===== src/rtl/draw_scheduler.sv =====
// draw_scheduler: frame-level arbiter sharing one framebuffer write port
// between drawing engines, with clipping and a per-grant watchdog.
module draw_scheduler #(
  parameter int N_CLIENTS = 4,
  parameter int TIMEOUT   = 20000,
  parameter int X_MAX     = 159,
  parameter int Y_MAX     = 119
) (
  input  logic                   clock,
  input  logic                   reset,
  input  logic                   frame_tick,
  input  logic [N_CLIENTS-1:0]   req,
  input  logic [N_CLIENTS-1:0]   done,
  input  logic [8*N_CLIENTS-1:0] client_x,
  input  logic [7*N_CLIENTS-1:0] client_y,
  input  logic [3*N_CLIENTS-1:0] client_color,
  input  logic [N_CLIENTS-1:0]   client_plot,
  input  logic                   err_clear,
  output logic [N_CLIENTS-1:0]   grant,
  output logic [7:0]             vga_x,
  output logic [6:0]             vga_y,
  output logic [2:0]             vga_color,
  output logic                   vga_plot,
  output logic                   frame_busy,
  output logic                   frame_done,
  output logic                   overrun,
  output logic                   timeout_err
);

  localparam int CW = $clog2(TIMEOUT + 1);
  localparam logic [CW-1:0] CNT_LAST = CW'(TIMEOUT - 1);
  localparam logic [7:0] XM = 8'(X_MAX);
  localparam logic [6:0] YM = 7'(Y_MAX);

  typedef enum logic [1:0] {IDLE, SCAN, GRANT, GAP} state_t;

  state_t               state, state_n;
  logic [N_CLIENTS-1:0] pending, pending_n;
  logic [N_CLIENTS-1:0] grant_n, first;
  logic [CW-1:0]        cnt, cnt_n;
  logic                 busy_n, done_n;
  logic                 ovr_set, to_set, hit;
  logic [7:0]           sel_x;
  logic [6:0]           sel_y;
  logic [2:0]           sel_c;
  logic                 sel_p;

  // lowest-index pending client wins
  always_comb begin
    first = '0;
    for (int i = N_CLIENTS - 1; i >= 0; i--)
      if (pending[i]) first = N_CLIENTS'(1) << i;
  end

  assign hit = (grant & done) != '0;

  always_comb begin
    state_n   = state;
    pending_n = pending;
    grant_n   = grant;
    cnt_n     = cnt;
    busy_n    = frame_busy;
    done_n    = 1'b0;
    to_set    = 1'b0;
    ovr_set   = frame_tick & (frame_busy | frame_done);
    unique case (state)
      IDLE: begin
        if (frame_tick && !frame_done) begin
          pending_n = req;
          busy_n    = 1'b1;
          state_n   = SCAN;
        end
      end
      SCAN: begin
        if (pending == '0) begin
          done_n  = 1'b1;
          busy_n  = 1'b0;
          state_n = IDLE;
        end else begin
          grant_n = first;
          cnt_n   = '0;
          state_n = GRANT;
        end
      end
      GRANT: begin
        cnt_n = cnt + 1'b1;
        if (hit || cnt == CNT_LAST) begin
          to_set    = !hit;
          pending_n = pending & ~grant;
          grant_n   = '0;
          state_n   = GAP;
        end
      end
      GAP: state_n = SCAN;
      default: state_n = IDLE;
    endcase
  end

  always_ff @(posedge clock or posedge reset) begin
    if (reset) begin
      state       <= IDLE;
      pending     <= '0;
      grant       <= '0;
      cnt         <= '0;
      frame_busy  <= 1'b0;
      frame_done  <= 1'b0;
      overrun     <= 1'b0;
      timeout_err <= 1'b0;
    end else begin
      state       <= state_n;
      pending     <= pending_n;
      grant       <= grant_n;
      cnt         <= cnt_n;
      frame_busy  <= busy_n;
      frame_done  <= done_n;
      overrun     <= ovr_set | (overrun & ~err_clear);
      timeout_err <= to_set | (timeout_err & ~err_clear);
    end
  end

  always_comb begin
    sel_x = '0;
    sel_y = '0;
    sel_c = '0;
    sel_p = 1'b0;
    for (int i = 0; i < N_CLIENTS; i++) begin
      if (grant[i]) begin
        sel_x = client_x[8*i +: 8];
        sel_y = client_y[7*i +: 7];
        sel_c = client_color[3*i +: 3];
        sel_p = client_plot[i];
      end
    end
  end

  // coordinates hold while nobody is granted
  always_ff @(posedge clock or posedge reset) begin
    if (reset) begin
      vga_x     <= '0;
      vga_y     <= '0;
      vga_color <= '0;
      vga_plot  <= 1'b0;
    end else begin
      vga_plot <= 1'b0;
      if (grant != '0) begin
        vga_x     <= sel_x;
        vga_y     <= sel_y;
        vga_color <= sel_c;
        vga_plot  <= sel_p & (sel_x <= XM) & (sel_y <= YM);
      end
    end
  end

endmodule


===== config.mk =====
export PLATFORM = sky130hd
export DESIGN_NAME = draw_scheduler
export DESIGN_NICKNAME = d
export VERILOG_FILES = /design/src/rtl/draw_scheduler.sv
export SDC_FILE = /design/constraint.sdc
export NUM_CORES = 1
export LEC_CHECK = 0
export BUFFER_PORTS_ARGS = -buffer_cell sky130_fd_sc_hd__buf_2
export CORE_UTILIZATION = 48
export CTS_BUF_LIST = sky130_fd_sc_hd__clkbuf_4 sky130_fd_sc_hd__clkbuf_8 sky130_fd_sc_hd__clkbuf_16
export DETAILED_ROUTE_END_ITERATION = 8
export GPL_ROUTABILITY_DRIVEN = 0
export GPL_TIMING_DRIVEN = 0
export PLACE_DENSITY = 0.8
export SYNTH_ARGS = -nofsm -noshare
export SYNTH_HDL_FRONTEND = slang
export SYNTH_SLANG_ARGS = --single-unit

===== constraint.sdc =====
create_clock -name clock -period 1.9 [get_ports clock]
set_input_delay 0.19 -clock clock [delete_from_list [all_inputs] [get_ports clock]]
set_output_delay 0.19 -clock clock [all_outputs]
set_load 0.05 [all_outputs]

==> flow_results.xml, run 1 <==
<?xml version="1.0" encoding="UTF-8"?>
<metrics>
  <group name="status">
    <metric name="run_status" unit="">finished, violations left</metric>
    <metric name="violated_checks" unit="">setup timing</metric>
  </group>
  <group name="timing">
    <metric name="final_period_minus_worst_setup_slack" unit="ns">1.948</metric>
    <metric name="final.period_utilization" unit="%">102.5</metric>
    <metric name="timing.final.max_slew_violations" unit="">0</metric>
    <metric name="final.setup_skew" unit="ns">0.008749</metric>
    <metric name="finalHoldViolations" unit="">0</metric>
    <metric name="slew_margin_rel" unit="%">62.51</metric>
    <metric name="worst_slew_pin_tran" unit="ns">0.5594</metric>
    <metric name="achievable-frequency" unit="GHz">0.5135</metric>
    <metric name="finalSetupViolCount" unit="">1</metric>
    <metric name="timing.final.ws_setup" unit="ns">-0.04755</metric>
    <metric name="finalSetupTns" unit="ns">-0.04755</metric>
    <metric name="grt_setup_unrepaired" unit="">true</metric>
  </group>
  <group name="floorplan">
    <metric name="rows" unit="">27</metric>
    <metric name="die_w" unit="µm">77.51</metric>
    <metric name="effective_utilization_at_floorplan" unit="%">49.69</metric>
    <metric name="core" unit="µm²">5507</metric>
    <metric name="die-area" unit="µm²">6007</metric>
    <metric name="io_pins" unit="">115</metric>
    <metric name="die_h" unit="µm">77.51</metric>
  </group>
  <group name="layout">
    <metric name="synthToLayoutAreaGrowth" unit="%">35.35</metric>
    <metric name="finalNetCount" unit="">531</metric>
    <metric name="layout_utilization" unit="%">67.26</metric>
    <metric name="nFillCells" unit="">448</metric>
    <metric name="insertedDiodeCount" unit="">0</metric>
    <metric name="share_of_cells_above_drive_strength_1" unit="%">37.81</metric>
  </group>
  <group name="logic_synthesis">
    <metric name="async_flop_share" unit="%">100.0</metric>
    <metric name="synth.distinct_cells" unit="">46</metric>
    <metric name="portion_of_the_post_synthesis_area_used_by_sequential_elements" unit="%">43.90</metric>
    <metric name="syn-mean-instance-area" unit="µm²">8.942</metric>
    <metric name="number_of_cells_produced_by_synthesis" unit="">306</metric>
    <metric name="ys_seq_elements" unit="">48</metric>
    <metric name="postSynthNetCount" unit="">399</metric>
    <metric name="synth-main-ff-cell" unit="">dfrtp_1</metric>
    <metric name="synth-edff-count" unit="">0</metric>
    <metric name="yosysWarningCount" unit="">0</metric>
    <metric name="synth_area" unit="µm²">2736</metric>
  </group>
  <group name="routing">
    <metric name="routed-via-count" unit="">2924</metric>
    <metric name="drt_pre_antenna_iters" unit="">6</metric>
    <metric name="remaining_drc_errors" unit="">0</metric>
    <metric name="routedWlPerCell" unit="µm">15.74</metric>
    <metric name="drt_iter0_drc" unit="">245</metric>
    <metric name="detail-route-antenna-nets" unit="">0</metric>
    <metric name="route.detailed.vias_per_inst" unit="">5.722</metric>
    <metric name="postRouteWirelength" unit="µm">8044</metric>
  </group>
  <group name="critical_path">
    <metric name="critPathCaptureType" unit="">flip-flop</metric>
    <metric name="timing_worst_setup_path_type" unit="">reg -&gt; reg</metric>
    <metric name="critical_path_peak_fanout" unit="">8</metric>
    <metric name="cp-start-kind" unit="">flip-flop</metric>
    <metric name="worst-endpoint-arrival" unit="ns">2.12</metric>
    <metric name="required" unit="ns">2.08</metric>
  </group>
  <group name="cts">
    <metric name="clkLatencyLatePin" unit="ns">0.31</metric>
    <metric name="htree_num_levels" unit="">2</metric>
    <metric name="clock-root-buffer" unit="">clkbuf_8</metric>
    <metric name="cts_buffer_depth" unit="">2</metric>
    <metric name="clk_pin_slew" unit="ns">0.09</metric>
    <metric name="cts_tree" unit="">built</metric>
    <metric name="cts_sinks" unit="">48</metric>
    <metric name="total_cts_buffers" unit="">5</metric>
  </group>
  <group name="power_and_ir_drop">
    <metric name="ir_worst_vdd" unit="µV">1436</metric>
    <metric name="total_switching_power" unit="mW">3.118</metric>
    <metric name="power.density" unit="nW/µm²">1670</metric>
    <metric name="internal_power" unit="mW">3.067</metric>
    <metric name="power.switching_fraction" unit="%">50.42</metric>
    <metric name="seq_power_share" unit="%">26.1</metric>
    <metric name="leakage" unit="nW">1.772</metric>
    <metric name="combPwrFrac" unit="%">61.8</metric>
    <metric name="p_clk_share" unit="%">12.1</metric>
  </group>
  <group name="place">
    <metric name="dpl.hpwl" unit="µm">5619</metric>
    <metric name="port_buffers" unit="">114</metric>
  </group>
  <group name="global_route">
    <metric name="global_route.usage.total" unit="%">26.28</metric>
    <metric name="grt_pass1_wl" unit="µm">12470</metric>
    <metric name="pin_count_of_the_biggest_net_entering_global_routing" unit="">33</metric>
    <metric name="number_of_antenna_violations_at_the_first_check_in_global_routing" unit="">0</metric>
    <metric name="globalRouteOverflowTotal" unit="">0</metric>
    <metric name="number_of_global_route_vias_before_repair" unit="">2711</metric>
  </group>
  <group name="worst_hold_path">
    <metric name="hp-class" unit="">in -&gt; reg</metric>
  </group>
  <group name="run">
    <metric name="timing.max_cap.violations" unit="">0</metric>
  </group>
</metrics>
worst max-delay path, stage by stage (launching register included):
cell,delay (ns)
dfrtp_1,0.40
inv_1,0.08
ha_1,0.35
inv_1,0.07
a211o_1,0.34
nor3_1,0.35
xnor2_1,0.17
nor2_1,0.06
synthesized netlist by cell type, types with 4 or more instances:
cell	instances	area [µm²]
clkbuf_1	12	45.04
and4_1	4	35.03
nor2b_1	16	100.1
nand3_1	6	30.03
dfrtp_1	48	1201
a221o_1	5	50.05
o221ai_1	4	35.03
or3_1	4	25.02
inv_1	11	41.29
a221oi_1	13	113.9
ha_1	5	62.56
a21oi_1	32	160.2
xnor2_1	5	43.79
nor3_1	18	90.09
o21ai_0	16	80.08
nand2_1	37	138.9
nor2_1	23	86.33
area by class of cell:
class / count / area [µm²] / share of cell area [%]
Multi-Input combinational cell: 231 / 1496 / 40.41
Inverter: 11 / 41.29 / 1.115
Timing Repair Buffer: 127 / 686.9 / 18.55
Clock buffer: 6 / 76.32 / 2.061
Clock inverter: 2 / 35.03 / 0.9459
Sequential cell: 48 / 1206 / 32.57
Buffer: 14 / 71.32 / 1.926
Tap cell: 72 / 90.09 / 2.432
final timing paths:
check / startpoint / end / slack (ns) / cells after the start
worst max-delay path: state[0]$_DFFE_PP0P_ / cnt[13]$_DFFE_PP0P_ / -0.05 / 7
worst min-delay path: err_clear / timeout_err$_DFF_PP0_ / 0.07 / 2
worst max register to register: state[0]$_DFFE_PP0P_ / cnt[13]$_DFFE_PP0P_ / -0.05 / 7
worst min register to register: vga_y[3]$_DFFE_PP0P_ / vga_y[3]$_DFFE_PP0P_ / 0.48 / 2
max in group asynchronous: reset / grant[0]$_DFFE_PP0P_ / 0.99 / 4
min in group asynchronous: reset / cnt[0]$_DFFE_PP0P_ / 0.41 / 3
per-stage QoR:
stage	area, µm²	hold WS [ns]	cells	worst slack (ns)	power [mW]
finish	3704	0.07092	511	-0.04755	6.185
global route	3704	0.08349	511	-0.1243	6.591
CTS	3573	0.06592	504	0.007582	6.019
detailed placement	3417	0.1932	493	-0.1005	5.203
global placement	3397	0.3816	492	-0.03896	5.104
floorplan	2736	0.2889	306	0.04959	4.314
power by group through the flow:
stage          sequential (mW)  clock (mW)  combinational [mW]
3_5_place_dp              1.63           0                3.58
2_1_floorplan             2.49           0                1.83
4_1_cts                   1.60       0.755                3.66
3_3_place_gp              1.61           0                3.50
6_report                  1.62       0.746                3.82
5_1_grt                   1.64       0.786                4.16
state kept, by name, indices dropped and copies added (netlist names):
register     flops
vga_x            8
pending          4
grant            4
cnt             15
vga_plot         1
timeout_err      1
vga_y            7
frame_busy       1
frame_done       1
state            2
overrun          1
vga_color        3
timing repair:
item / CTS / global route
gates resized for setup: 4 / 27
hold buffers: 1 / 0
buffers inserted: 3 / 8
pin swaps: 3 / 6
endpoints found under the setup margin: 17 / 21
hold endpoints to repair: 16 / 0
cell families after synthesis:
kind of cell | count (synthesis) | synth area share (%)
AO/OA/AOI/OAI | 89 | 22.13
XOR/XNOR | 6 | 1.920
multiplexers | 6 | 2.332
buffers and inverters | 27 | 4.115
adder cells (fa/ha/maj) | 5 | 2.286
flip-flops | 48 | 43.90
AND/OR/NAND/NOR | 125 | 23.32
cells in the final DEF (no fill, tap or decap), drive strengths merged, types with 2 or more instances in the layout:
master	count
o221ai	4
nor4b	2
a22oi	3
clkbuf	16
nand2	37
nand3	6
nor2	25
buf	130
mux2i	3
o21ai	18
a221o	5
a22o	2
ha	5
a221oi	13
nor3	18
a21o	3
and4	4
nand2b	3
nor3b	3
o22ai	2
nor2b	16
xnor2	5
mux2	3
a21oi	32
dfrtp	48
nor4	2
or3	4
inv	11
layer usage:
metal,up-vias,global-route usage (%),routed length [µm]
li1,1376,-,-
met1,1378,33.79,3382
met2,143,44.51,3911
met3,27,4.588,519
met5,-,0,0
met4,0,9.057,229
(Power assumes the default switching activity.)
==> run 2: changes to the inputs <==
- CORE_MARGIN: unset -> 4
- CORE_UTILIZATION: 48 -> 35
- PLACE_DENSITY: 0.8 -> unset
==> run 2 against run 1 <==
Effect of this change: the run still ends with setup timing left; register-to-register slack improved by 0.02 ns; wire length increased by 2.1%; first-iteration DRC count decreased by 43%; sequential cell count unchanged; die area increased by 55%; total power decreased by 4.5%; combinational power decreased by 3%; non-clock buffer count decreased by 8; critical path depth decreased by 1; fmax increased by 0.95%; critical path type unchanged.
==> flow_results.xml, run 2 (synthesis results as in run 1) <==
<?xml version="1.0" encoding="UTF-8"?>
<metrics>
  <group name="status">
    <metric name="run_status" unit="">finished, violations left</metric>
    <metric name="violated_checks" unit="">setup timing</metric>
  </group>
  <group name="routing">
    <metric name="postRouteWirelength" unit="µm">8210</metric>
    <metric name="remaining_drc_errors" unit="">0</metric>
    <metric name="route.detailed.vias_per_inst" unit="">5.108</metric>
    <metric name="drt_iter0_drc" unit="">139</metric>
    <metric name="drt_pre_antenna_iters" unit="">4</metric>
    <metric name="routed-via-count" unit="">2707</metric>
    <metric name="routedWlPerCell" unit="µm">15.49</metric>
    <metric name="detail-route-antenna-nets" unit="">0</metric>
  </group>
  <group name="cts">
    <metric name="cts_buffer_depth" unit="">2</metric>
    <metric name="clk_pin_slew" unit="ns">0.09</metric>
    <metric name="cts_tree" unit="">built</metric>
    <metric name="clkLatencyLatePin" unit="ns">0.30</metric>
    <metric name="htree_num_levels" unit="">2</metric>
    <metric name="clock-root-buffer" unit="">clkbuf_8</metric>
    <metric name="cts_sinks" unit="">48</metric>
    <metric name="total_cts_buffers" unit="">5</metric>
  </group>
  <group name="layout">
    <metric name="layout_common_cells" unit="">116 x buf_2, 46 x dfrtp_1, 37 x nand2_1</metric>
    <metric name="finalNetCount" unit="">523</metric>
    <metric name="insertedDiodeCount" unit="">0</metric>
    <metric name="synthToLayoutAreaGrowth" unit="%">33.20</metric>
    <metric name="reg.largest.list" unit="">cnt x15, vga_x x8, vga_y x7</metric>
    <metric name="finish.cell_count_without_fillers" unit="">530</metric>
    <metric name="largest_register_ff_count" unit="">15</metric>
    <metric name="layout_utilization" unit="%">49.20</metric>
    <metric name="layout.cells.most_common" unit="">buf_2</metric>
    <metric name="share_of_cells_above_drive_strength_1" unit="%">37.82</metric>
    <metric name="largest_register" unit="">cnt</metric>
  </group>
  <group name="worst_hold_path">
    <metric name="hold_path.startpoint" unit="">req[2]</metric>
    <metric name="worst_hold_path.endpoint" unit="">pending[2]$_DFFE_PP0P_</metric>
    <metric name="worstHoldPathCells" unit="">3</metric>
    <metric name="hp-class" unit="">in -&gt; reg</metric>
  </group>
  <group name="timing">
    <metric name="final.setup_skew" unit="ns">0.009697</metric>
    <metric name="final_period_minus_worst_setup_slack" unit="ns">1.929</metric>
    <metric name="finalHoldViolations" unit="">0</metric>
    <metric name="timing.final.ws_setup" unit="ns">-0.02930</metric>
    <metric name="timing.final.max_slew_violations" unit="">0</metric>
    <metric name="grt_setup_unrepaired" unit="">true</metric>
    <metric name="slew_margin_rel" unit="%">62.89</metric>
    <metric name="final.period_utilization" unit="%">101.5</metric>
    <metric name="achievable-frequency" unit="GHz">0.5183</metric>
    <metric name="finalSetupViolCount" unit="">2</metric>
    <metric name="worst_slew_pin_tran" unit="ns">0.5536</metric>
  </group>
  <group name="floorplan">
    <metric name="io_pins" unit="">115</metric>
    <metric name="core" unit="µm²">7408</metric>
    <metric name="rows" unit="">31</metric>
    <metric name="die-area" unit="µm²">9297</metric>
    <metric name="effective_utilization_at_floorplan" unit="%">36.94</metric>
    <metric name="die_h" unit="µm">96.42</metric>
    <metric name="die_w" unit="µm">96.42</metric>
  </group>
  <group name="place">
    <metric name="placed_cells" unit="">520</metric>
    <metric name="dpl.hpwl" unit="µm">6352</metric>
    <metric name="port_buffers" unit="">114</metric>
  </group>
  <group name="power_and_ir_drop">
    <metric name="power.density" unit="nW/µm²">1621</metric>
    <metric name="leakage" unit="nW">1.724</metric>
    <metric name="ir_worst_vdd" unit="µV">698.7</metric>
  </group>
  <group name="critical_path">
    <metric name="required" unit="ns">2.08</metric>
    <metric name="worstReg2RegEnd" unit="">grant[1]$_DFFE_PP0P_</metric>
    <metric name="worst-r2r-setup-slack" unit="ns">-0.03</metric>
    <metric name="critPathCaptureType" unit="">flip-flop</metric>
    <metric name="cp-start-kind" unit="">flip-flop</metric>
    <metric name="regToRegStartpoint" unit="">cnt[0]$_DFFE_PP0P_</metric>
    <metric name="worst-endpoint-arrival" unit="ns">2.11</metric>
    <metric name="crit_path_top_delay_cell" unit="">dfrtp_1</metric>
    <metric name="delay_of_the_slowest_cell_on_the_worst_path" unit="ns">0.40</metric>
    <metric name="critical_path.cell_chain" unit="">ha_2, and4_4, and4_4, nor2_2, a211oi_4, mux2_2</metric>
    <metric name="reg2reg_depth" unit="">6</metric>
    <metric name="cpMostUsedCell" unit="">and4_4</metric>
    <metric name="critical_path_peak_fanout" unit="">4</metric>
    <metric name="timing_worst_setup_path_type" unit="">reg -&gt; reg</metric>
  </group>
  <group name="global_route">
    <metric name="global_route.usage.total" unit="%">17.03</metric>
    <metric name="globalRouteOverflowTotal" unit="">0</metric>
    <metric name="pin_count_of_the_biggest_net_entering_global_routing" unit="">39</metric>
    <metric name="number_of_antenna_violations_at_the_first_check_in_global_routing" unit="">0</metric>
    <metric name="grt_pass1_wl" unit="µm">12220</metric>
    <metric name="number_of_global_route_vias_before_repair" unit="">2468</metric>
  </group>
  <group name="run">
    <metric name="timing.max_cap.violations" unit="">0</metric>
  </group>
</metrics>
==> run 2: cell type report <==
| cell class | count | area [µm²] |
|---|---|---|
| timing repair buffer | 119 | 623.1 |
| buffer | 14 | 72.57 |
| tap | 99 | 123.9 |
| clock inverter | 3 | 18.77 |
| sequential | 48 | 1204 |
| fill | 739 | 3764 |
| clock buffer | 5 | 68.82 |
| multi-input combinational | 231 | 1493 |
| inverter | 11 | 41.29 |
==> run 2: routing by layer <==
metal	global-route usage, %	vias up	wire length, µm	part of all wire, %
li1	-	1358	-	-
met3	3.718	4	529	6.4
met4	3.738	0	55	0.67
met2	26.85	74	3890	47
met5	0	-	0	0
met1	24.05	1271	3735	45
==> run 2: report_power, final <==
part	switching, mW	internal, mW	leakage [nW]	total [mW]
registers	0.241	1.37	0.611	1.61
logic	2.49	1.21	1.06	3.71
clock network	0.334	0.257	0.0479	0.591
==> run 2: critical path: cells and delay by family, from the launching register on <==
kind	cells	cell delay [ns]
flops	1	0.40
simple gates	3	0.50
fa+ha+maj	1	0.21
compound gates	1	0.31
mux	1	0.38
==> run 2: worst max-delay path by stage <==
stage                           endpoint  slack [ns]  cells after the start                  from
floorplan           grant[0]$_DFFE_PP0P_        0.05                      5  grant[0]$_DFFE_PP0P_
global placement    vga_y[2]$_DFFE_PP0P_       -0.15                      5  grant[2]$_DFFE_PP0P_
detailed placement  vga_y[2]$_DFFE_PP0P_       -0.15                      5  grant[2]$_DFFE_PP0P_
CTS                 grant[2]$_DFFE_PP0P_        0.01                      6    cnt[0]$_DFFE_PP0P_
global route        grant[1]$_DFFE_PP0P_       -0.07                      5    cnt[6]$_DFFE_PP0P_
finish              grant[1]$_DFFE_PP0P_       -0.03                      6    cnt[0]$_DFFE_PP0P_
==> run 2: through the flow <==
stage / power, mW / setup WS, ns / hold slack [ns] / setup TNS [ns] / area, µm²
final: 5.908 / -0.02930 / 0.07922 / -0.04092 / 3645
after global routing: 6.397 / -0.06845 / 0.06500 / -0.2676 / 3645
after CTS: 5.905 / 0.01218 / 0.06897 / 0 / 3563
after detailed placement: 5.251 / -0.1465 / 0.1367 / -1.094 / 3451
after global placement: 5.193 / -0.1475 / 0.3831 / -7.181 / 3431
after floorplan: 4.314 / 0.04959 / 0.2889 / 0 / 2736
==> run 2: what timing repair did <==
action,in CTS,in global routing
setup buffers,1,2
endpoints found under the hold margin,10,0
setup endpoints to repair,17,27
hold buffers,1,0
pin swaps,1,4
gates resized for setup,3,27
==> run 3: changes to the inputs <==
- ABC_AREA: unset -> 1
==> run 3 against run 2 <==
Effect of this change: the flow now finishes without violations; via count is 19% higher; first-iteration DRC count is 18% lower; critical path depth is 4 higher.
==> flow_results.xml, run 3 <==
<?xml version="1.0" encoding="UTF-8"?>
<metrics>
  <group name="critical_path">
    <metric name="worst-endpoint-arrival" unit="ns">1.91</metric>
    <metric name="required" unit="ns">2.09</metric>
    <metric name="critical_path_peak_fanout" unit="">8</metric>
    <metric name="critPathCaptureType" unit="">flip-flop</metric>
    <metric name="critPathBufInv" unit="">1</metric>
    <metric name="critical_path_depth" unit="">10</metric>
    <metric name="critical_path.cell_chain" unit="">ha_1, nand2_2, nor2_4, inv_2, nor2_2, nand2_2, nand2_4, nand2_4, nand2_1, o21ai_2</metric>
    <metric name="delay_of_the_slowest_cell_on_the_worst_path" unit="ns">0.41</metric>
    <metric name="crit_path_top_delay_cell" unit="">dfrtp_1</metric>
    <metric name="reg2reg_depth" unit="">10</metric>
    <metric name="timing_worst_setup_path_type" unit="">reg -&gt; reg</metric>
    <metric name="cell_family_with_the_largest_share_of_critical_path_delay" unit="">simple AND/OR/NAND/NOR gates</metric>
    <metric name="cp-start-kind" unit="">flip-flop</metric>
  </group>
  <group name="layout">
    <metric name="share_of_cells_above_drive_strength_1" unit="%">29.38</metric>
    <metric name="layout.cells.most_common" unit="">nand2_1</metric>
    <metric name="register_area" unit="µm²">1201</metric>
    <metric name="insertedDiodeCount" unit="">0</metric>
    <metric name="finalNetCount" unit="">640</metric>
    <metric name="largest_register_ff_count" unit="">15</metric>
    <metric name="finish.cell_count_without_fillers" unit="">653</metric>
    <metric name="layout_common_cells" unit="">143 x nand2_1, 117 x buf_2, 48 x dfrtp_1</metric>
    <metric name="synthToLayoutAreaGrowth" unit="%">27.58</metric>
    <metric name="cell_area_after_layout" unit="µm²">3866</metric>
    <metric name="reg.largest.list" unit="">cnt x15, vga_x x8, vga_y x7</metric>
    <metric name="combined_area_of_the_multi_input_logic_cells" unit="µm²">1582</metric>
    <metric name="layout_utilization" unit="%">46.59</metric>
    <metric name="nFillCells" unit="">858</metric>
    <metric name="largest_register" unit="">cnt</metric>
  </group>
  <group name="global_route">
    <metric name="grt_pass1_wl" unit="µm">14480</metric>
    <metric name="pin_count_of_the_biggest_net_entering_global_routing" unit="">27</metric>
    <metric name="global_route.usage.total" unit="%">17.69</metric>
    <metric name="number_of_global_route_vias_before_repair" unit="">3106</metric>
    <metric name="number_of_antenna_violations_at_the_first_check_in_global_routing" unit="">0</metric>
    <metric name="globalRouteOverflowTotal" unit="">0</metric>
  </group>
  <group name="floorplan">
    <metric name="effective_utilization_at_floorplan" unit="%">36.51</metric>
    <metric name="die_w" unit="µm">101.1</metric>
    <metric name="rows" unit="">33</metric>
    <metric name="io_pins" unit="">115</metric>
    <metric name="die_h" unit="µm">101.1</metric>
    <metric name="core" unit="µm²">8299</metric>
    <metric name="die-area" unit="µm²">10210</metric>
  </group>
  <group name="timing">
    <metric name="final.period_utilization" unit="%">90.08</metric>
    <metric name="achievable-frequency" unit="GHz">0.5843</metric>
    <metric name="final.setup_skew" unit="ns">0.007013</metric>
    <metric name="finalHoldViolations" unit="">0</metric>
    <metric name="final_period_minus_worst_setup_slack" unit="ns">1.712</metric>
    <metric name="finalSetupViolCount" unit="">0</metric>
    <metric name="worst_slew_pin_tran" unit="ns">0.6715</metric>
    <metric name="grt_setup_unrepaired" unit="">false</metric>
    <metric name="timing.final.ws_setup" unit="ns">0.1884</metric>
    <metric name="hold-worst-slack" unit="ns">0.06955</metric>
    <metric name="slew_margin_rel" unit="%">54.90</metric>
    <metric name="timing.final.max_slew_violations" unit="">0</metric>
  </group>
  <group name="routing">
    <metric name="postRouteWirelength" unit="µm">9042</metric>
    <metric name="drt_iter0_drc" unit="">114</metric>
    <metric name="routed-via-count" unit="">3212</metric>
    <metric name="remaining_drc_errors" unit="">0</metric>
    <metric name="routedWlPerCell" unit="µm">13.85</metric>
    <metric name="route.detailed.vias_per_inst" unit="">4.919</metric>
    <metric name="detail-route-antenna-nets" unit="">0</metric>
    <metric name="drt_pre_antenna_iters" unit="">4</metric>
  </group>
  <group name="logic_synthesis">
    <metric name="yosysWarningCount" unit="">0</metric>
    <metric name="async_flop_share" unit="%">100.0</metric>
    <metric name="synth-edff-count" unit="">0</metric>
    <metric name="synthDominantAreaCellType" unit="">dfrtp_1</metric>
    <metric name="syn-mean-instance-area" unit="µm²">7.147</metric>
    <metric name="synth-adder-area-share" unit="%">2.064</metric>
    <metric name="synth.distinct_cells" unit="">31</metric>
    <metric name="synth-main-ff-cell" unit="">dfrtp_1</metric>
    <metric name="synth_area" unit="µm²">3030</metric>
    <metric name="yosys.area.top_type_share" unit="%">39.64</metric>
    <metric name="postSynthNetCount" unit="">517</metric>
    <metric name="synth_mux_area_share" unit="%">0</metric>
    <metric name="synth-simple-area-share" unit="%">34.68</metric>
    <metric name="main_combinational_cell_family_by_area_after_synthesis" unit="">simple AND/OR/NAND/NOR gates</metric>
    <metric name="yosys-top-cells-count" unit="">143 x nand2_1, 48 x dfrtp_1, 37 x nand3_1, 32 x inv_1, 32 x o21ai_0</metric>
    <metric name="number_of_cells_produced_by_synthesis" unit="">424</metric>
    <metric name="synth_compound_gate_area_share" unit="%">15.44</metric>
    <metric name="synthMostInstantiatedCell" unit="">nand2_1</metric>
    <metric name="synth_xor_area_share" unit="%">0</metric>
    <metric name="ys_seq_elements" unit="">48</metric>
    <metric name="synth.area.top_cells" unit="">dfrtp_1 40%, nand2_1 18%, nand3_1 6.1%</metric>
    <metric name="portion_of_the_post_synthesis_area_used_by_sequential_elements" unit="%">39.64</metric>
  </group>
  <group name="run">
    <metric name="timing.max_cap.violations" unit="">0</metric>
  </group>
  <group name="cts">
    <metric name="total_cts_buffers" unit="">5</metric>
    <metric name="cts_buffer_depth" unit="">2</metric>
    <metric name="clock-root-buffer" unit="">clkbuf_8</metric>
    <metric name="clkLatencyLatePin" unit="ns">0.30</metric>
    <metric name="htree_num_levels" unit="">2</metric>
    <metric name="cts_sinks" unit="">48</metric>
    <metric name="clk_pin_slew" unit="ns">0.09</metric>
    <metric name="cts_setup_buffers" unit="">0</metric>
    <metric name="cts_tree" unit="">built</metric>
  </group>
  <group name="power_and_ir_drop">
    <metric name="ir_worst_vdd" unit="µV">604.2</metric>
    <metric name="leakage" unit="nW">1.986</metric>
    <metric name="power.density" unit="nW/µm²">1634</metric>
  </group>
  <group name="status">
    <metric name="run_status" unit="">complete, no violations</metric>
  </group>
  <group name="worst_hold_path">
    <metric name="worstHoldPathCells" unit="">2</metric>
    <metric name="hp-class" unit="">in -&gt; reg</metric>
  </group>
  <group name="place">
    <metric name="placed_cells" unit="">644</metric>
    <metric name="port_buffers" unit="">114</metric>
    <metric name="dpl.hpwl" unit="µm">7179</metric>
    <metric name="pre_cts_ws" unit="ns">0.2155</metric>
    <metric name="placed_instance_area" unit="µm²">3760</metric>
  </group>
</metrics>
-- run 3: cell count changes in the layout (fill, tap and decap cells not counted), moves of 13 or more --
cell	previous run	this run
o21ai_0	16	32
nor2b_1	16	0
nand2_1	37	143
nor3_1	15	2
inv_1	10	31
nand3_1	5	37
-- run 3: cells by family after synthesis --
| kind of cell | after synthesis |
|---|---|
| fa+ha+maj | 5 |
| simple gates | 236 |
| compound gates | 82 |
| flops | 48 |
| buf+inv | 53 |
-- run 3: routing by layer --
layer  vias up  GRT usage (%)  wire, µm
met4         0          3.885        48
met1      1465          22.78      4070
met3         4          3.529       734
met2       103          30.58      4188
met5         -              0         0
li1       1640              -         -
-- run 3: per-stage QoR --
| step | TNS, ns | power (mW) |
|---|---|---|
| CTS | 0 | 6.372 |
| global route | 0 | 6.849 |
| finish | 0 | 6.316 |
| detailed placement | 0 | 5.699 |
| global placement | -6.412 | 5.663 |
| floorplan | 0 | 4.662 |
-- run 3: power breakdown --
group,switching (mW),internal (mW)
combinational,2.84,1.21
sequential,0.233,1.38
clock,0.353,0.298
total,3.43,2.88
-- run 3: timing repair --
action,4_1_cts,5_1_grt
setup endpoints to repair,0,0
gates resized for setup,0,0
hold buffers,1,0
endpoints found under the hold margin,25,0
-- run 3: area by class of cell --
class / count / share of cell area (%)
well taps: 105 / 3.398
inverters: 35 / 3.398
repair buffers: 116 / 15.73
multi-input cells: 323 / 40.91
clock buffers: 6 / 2.136
clock inverters: 2 / 0.3560
flip-flops and latches: 48 / 31.07
plain buffers: 18 / 3.010
-- run 3: path summary, 6_finish.rpt --
kind / start / endpoint / slack, ns
min in group asynchronous: reset / vga_y[5]$_DFFE_PP0P_ / 0.50
worst min-delay path: err_clear / timeout_err$_DFF_PP0_ / 0.07
worst max-delay path: cnt[0]$_DFFE_PP0P_ / grant[2]$_DFFE_PP0P_ / 0.19
worst max register to register: cnt[0]$_DFFE_PP0P_ / grant[2]$_DFFE_PP0P_ / 0.19
max in group asynchronous: reset / grant[2]$_DFFE_PP0P_ / 0.87
worst min register to register: vga_x[3]$_DFFE_PP0P_ / vga_x[3]$_DFFE_PP0P_ / 0.48
